[src/rtl/uart_rx.sv]
// rtl/uart_rx.sv - 8N1 UART receiver with 2-flop input synchronizer and mid-bit sampling
module uart_rx #(
  parameter int CLK_FREQ_HZ = 100_000_000,
  parameter int BAUD_RATE   = 9600
) (
  input  logic       clk_i,
  input  logic       nreset_i,
  input  logic       rx_i,
  input  logic       valid_i,
  output logic       ready_o,
  output logic [7:0] data_o
);

  localparam int CLKS_PER_BIT = CLK_FREQ_HZ / BAUD_RATE;
  localparam int CNT_W        = $clog2(CLKS_PER_BIT) + 1;
  localparam int HALF_BIT     = CLKS_PER_BIT / 2;

  localparam logic [CNT_W-1:0] BIT_LAST  = CNT_W'(CLKS_PER_BIT - 1);
  localparam logic [CNT_W-1:0] HALF_LAST = CNT_W'(HALF_BIT - 1);
  localparam logic [CNT_W-1:0] CNT_ONE   = CNT_W'(1);

  typedef enum logic [2:0] {
    IDLE      = 3'd0,
    START     = 3'd1,
    DATA      = 3'd2,
    STOP      = 3'd3,
    WAIT_IDLE = 3'd4
  } state_e;

  logic             rx_meta_q;
  logic             rx_sync_q;
  state_e           state_q,   state_d;
  logic [CNT_W-1:0] cnt_q,     cnt_d;
  logic [2:0]       bit_idx_q, bit_idx_d;
  logic [7:0]       shift_q,   shift_d;
  logic             ready_q,   ready_d;
  logic [7:0]       data_q,    data_d;

  // Synchronizer flops reset high so a reset never looks like a start bit edge.
  always_ff @(posedge clk_i) begin
    if (!nreset_i) begin
      rx_meta_q <= 1'b1;
      rx_sync_q <= 1'b1;
    end else begin
      rx_meta_q <= rx_i;
      rx_sync_q <= rx_meta_q;
    end
  end

  always_ff @(posedge clk_i) begin
    if (!nreset_i) begin
      state_q   <= IDLE;
      cnt_q     <= '0;
      bit_idx_q <= 3'd0;
      shift_q   <= 8'h00;
      ready_q   <= 1'b0;
      data_q    <= 8'h00;
    end else begin
      state_q   <= state_d;
      cnt_q     <= cnt_d;
      bit_idx_q <= bit_idx_d;
      shift_q   <= shift_d;
      ready_q   <= ready_d;
      data_q    <= data_d;
    end
  end

  // The counter only advances between samples and is cleared at every sample or
  // state change, so it never exceeds CLKS_PER_BIT-1.
  always_comb begin
    state_d   = state_q;
    cnt_d     = '0;
    bit_idx_d = bit_idx_q;
    shift_d   = shift_q;
    ready_d   = 1'b0;
    data_d    = data_q;

    case (state_q)
      IDLE: begin
        bit_idx_d = 3'd0;
        if (valid_i && !rx_sync_q) begin
          state_d = START;
        end
      end

      START: begin
        if (cnt_q == HALF_LAST) begin
          state_d = rx_sync_q ? IDLE : DATA;
        end else begin
          cnt_d = cnt_q + CNT_ONE;
        end
      end

      DATA: begin
        if (cnt_q == BIT_LAST) begin
          shift_d   = {rx_sync_q, shift_q[7:1]};
          bit_idx_d = bit_idx_q + 3'd1;
          if (bit_idx_q == 3'd7) begin
            state_d = STOP;
          end
        end else begin
          cnt_d = cnt_q + CNT_ONE;
        end
      end

      STOP: begin
        if (cnt_q == BIT_LAST) begin
          if (rx_sync_q) begin
            data_d  = shift_q;
            ready_d = 1'b1;
            state_d = IDLE;
          end else begin
            state_d = WAIT_IDLE;
          end
        end else begin
          cnt_d = cnt_q + CNT_ONE;
        end
      end

      WAIT_IDLE: begin
        if (rx_sync_q) begin
          state_d = IDLE;
        end
      end

      default: begin
        state_d = IDLE;
      end
    endcase
  end

  assign ready_o = ready_q;
  assign data_o  = data_q;

endmodule

[config.mk]
export PLATFORM = sky130hd
export DESIGN_NAME = uart_rx
export DESIGN_NICKNAME = d
export VERILOG_FILES = /design/src/rtl/uart_rx.sv
export SDC_FILE = /design/constraint.sdc
export NUM_CORES = 1
export LEC_CHECK = 0
export ABC_AREA = 0
export CAP_MARGIN = 10
export CORE_ASPECT_RATIO = 0.75
export CORE_MARGIN = 8
export CORE_UTILIZATION = 45
export DETAILED_ROUTE_END_ITERATION = 8
export HOLD_SLACK_MARGIN = 0.12
export PLACE_DENSITY_LB_ADDON = 0.15
export SLEW_MARGIN = 15
export SYNTH_ARGS = -nofsm -noshare
export SYNTH_HDL_FRONTEND = slang
export SYNTH_SLANG_ARGS = --single-unit
[constraint.sdc]
create_clock -name clk_i -period 2.6 [get_ports clk_i]
set_input_delay 0.52 -clock clk_i [delete_from_list [all_inputs] [get_ports clk_i]]
set_output_delay 0.52 -clock clk_i [all_outputs]
set_load 0.01 [all_outputs]
==> run metrics, run 1 <==
status=completed; hold crit path type=register to register; io pins=13; antenna viol nets, final=0; DR DRC count=0; period utilisation layout=0.8964; post-CTS setup buffer count=0; CTS Buf Count=5; hold_sp=rx_meta_q; clock buffer depth=2; post-synthesis cell count=191; VDD IR-drop max=~0.34 mV; post-synth net total=198; flops & latches, synth=40; RSZ-0062 raised after global routing=false; final hold slack=0.4251 ns; Warnings, synthesis=0; unique cell type count in the Yosys netlist=42; actual slew at the worst max-slew pin=0.5587 ns; Crit-path slowest cell=or4_1; clk_lat worst skew=0.30 ns; DR vias=1407; startpoint class of the critical path=register; ant diodes=0; FF-to-FF Start=cnt_q[6]; fin nets=around 210; Worst setup EP type=register; DRT Pass-1 Iters=4; Worst slew margin=0.6275; CP Class=register to register; Worst Path Required=2.82 ns; clk_skew=0.008246 ns; CP max stage delay=0.61 ns; vias in the first global route=1322; most frequent cells in the layout=dfxtp_1, nand2_1, mux2i_1; Max Fanout on Critical Path=16; Crit path max-delay family=simple AND/OR/NAND/NOR gates; I/O Buffers=12; Finished Layout Cells=around 260; hold buffers post-CTS=0; Area Growth Syn to Fin=14.82%; CTS resizes=0; Seq/Total Area, Yosys=0.4411; r2r setup slk=between 0.2 and 0.3 ns; GRT Resource Usage Total=0.1202; prevailing post-synth register cell=dfxtp_1; CTS sink count=40; endpoints failing hold=0; number of synthesized flops with an enable pin=0; wire length per cell=13.69 µm; largest net degree at the start of global routing=22; commonest non-fill, non-tap cell in the layout=dfxtp_1; die footprint=6344 µm²; Mapped Area=1815 µm²; pre-CTS setup slack=0.2954 ns; crit path from=cnt_q[6]; fmax=around 430 MHz; Buffers & Inverters on Critical Path=0; Critical Path, Cell by Cell=or4b_1, or4_1, a32oi_4, mux2i_1; H-tree levels=2; DR iter-0 viols=93; LEAKAGE=0.6471 nW; syn_area_per_cell=between 9 and 10 µm²; Post-synth ARST share=0; Clk Tree Root Cell=clkbuf_8; dpl cells=249; CTS tree=built; Initial Util=0.4592; first-pass GRT wire length=6030 µm; Core Util, Final=0.5272; Die Wd=89.35 µm; initial antenna violation count=0; Final Wtd Congestion=approximately 0.83; pwr dens=553.9 nW/µm²; Overflow after GRT=0; Final min period=roughly 2.3 ns; share of layout cells above drive strength 1=0.08416; TNS Setup=0 ns; hpwl dp=between 2000 and 2500 µm; vias per inst=5.475; core area=approximately 4000 µm²; Final WS setup=approximately 0.27 ns; cell row count=20; die height=just over 70 µm; Setup violations, final=0; crit path DAT=2.55 ns; pins over their slew limit=0; CTS clock-pin slew for the worst setup and hold paths=0.08 ns; Total Wirelength=3518 µm; max_cap viols=0
-- cell usage after synthesis, types with 2 or more instances --
| master | number | area, µm² |
|---|---|---|
| nand2b_1 | 4 | 25.02 |
| nor2_1 | 2 | 7.510 |
| buf_4 | 3 | 22.52 |
| nor3_1 | 11 | 55.05 |
| nand3_1 | 7 | 35.03 |
| and3_1 | 2 | 12.51 |
| or4b_1 | 2 | 20.02 |
| nand4_1 | 4 | 25.02 |
| a211oi_1 | 4 | 30.03 |
| mux2i_1 | 21 | 210.2 |
| xnor2_1 | 6 | 52.55 |
| and2_1 | 3 | 18.77 |
| or3_1 | 2 | 12.51 |
| inv_1 | 2 | 7.510 |
| clkbuf_1 | 8 | 30.03 |
| nand2_1 | 29 | 108.9 |
| o31ai_1 | 3 | 22.52 |
| nor3b_1 | 3 | 22.52 |
| nor2b_1 | 3 | 18.77 |
| dfxtp_1 | 40 | 800.8 |
| o21ai_0 | 2 | 10.01 |
| xor2_1 | 3 | 26.28 |
| or4_1 | 5 | 37.54 |
| nand3b_1 | 2 | 15.01 |
| ha_1 | 3 | 37.54 |
-- worst register-to-register path, cell delays in order, from the launching register on --
cell	delay (ns)
dfxtp_1	0.36
or4b_1	0.51
or4_1	0.61
a32oi_4	0.54
mux2i_1	0.24
-- kinds of logic (layout without fill, tap and decap cells) --
group	Yosys count	after routing	synth area share
buffers and inverters	16	27	0.04410
and+or+nand+nor	84	84	0.2522
adders and majority gates	3	3	0.02068
AOI/OAI and AO/OA	18	18	0.08270
xor gates and xnor gates	9	9	0.04342
muxes	21	21	0.1158
DFF	40	40	0.4411
-- metrics by stage --
| stage | instance area, µm² | power (W) |
|---|---|---|
| 2_1_floorplan | 1815 | 0.0006431 |
| 3_3_place_gp | 1969 | 0.0006507 |
| 3_5_place_dp | 1969 | 0.0006513 |
| 4_1_cts | 2085 | 0.001171 |
| 5_1_grt | 2085 | 0.001195 |
| 6_report | 2085 | 0.001155 |
-- layer usage --
layer	routed length (µm)	up-vias	global-route usage
li1	-	704	-
met4	57	0	0.04963
met1	1757	668	0.1573
met2	1513	28	0.1739
met3	189	7	0.04051
met5	0	-	0
-- sequential cells by signal, summed over array words and instances (netlist names) --
signal     cells
bit_idx_q      3
rx_sync_q      1
state_q        3
ready_o        1
cnt_q         15
data_o         8
rx_meta_q      1
shift_q        8
-- final cells by class --
| class | count | area [µm²] |
|---|---|---|
| multi-input cells | 135 | 934.6 |
| clock inverters | 3 | 46.29 |
| well taps | 55 | 68.82 |
| fillers | 388 | 1869 |
| repair buffers | 17 | 157.7 |
| clock buffers | 5 | 68.82 |
| flip-flops and latches | 40 | 800.8 |
| inverters | 2 | 7.507 |
-- final timing paths --
check / to / cells past startpoint
worst max-delay path: state_q[0] / 4
worst min-delay path: rx_sync_q / 1
worst max register to register: state_q[0] / 4
worst min register to register: rx_sync_q / 1
-- where the power goes --
part / switching [W] / total [W] / internal, W / leakage [nW]
registers: 0.00000239 / 0.000616 / 0.000614 / 0.323
logic: 0.0000113 / 0.0000208 / 0.00000945 / 0.270
clock network: 0.000229 / 0.000518 / 0.000289 / 0.0548
No activity file was read; power rests on OpenSTA's default activity.
==> run 2: changes to the inputs <==
--- a/config.mk
+++ b/config.mk
@@ -10,6 +10,7 @@
 export CORE_ASPECT_RATIO = 0.75
 export CORE_MARGIN = 8
 export CORE_UTILIZATION = 45
+export CTS_CLUSTER_DIAMETER = 120
 export DETAILED_ROUTE_END_ITERATION = 8
 export HOLD_SLACK_MARGIN = 0.12
 export PLACE_DENSITY_LB_ADDON = 0.15
==> results of run 2 <==
No change in the layout: final DEF, timing and power equal those of run 1.
==> run 3: changes to the inputs <==
--- a/config.mk
+++ b/config.mk
@@ -12,7 +12,7 @@
 export CORE_UTILIZATION = 45
 export CTS_CLUSTER_DIAMETER = 120
 export DETAILED_ROUTE_END_ITERATION = 8
-export HOLD_SLACK_MARGIN = 0.12
+export HOLD_SLACK_MARGIN = 0.1
 export PLACE_DENSITY_LB_ADDON = 0.15
 export SLEW_MARGIN = 15
 export SYNTH_ARGS = -nofsm -noshare
==> results of run 3 <==
No change in the layout: final DEF, timing and power equal those of run 1.
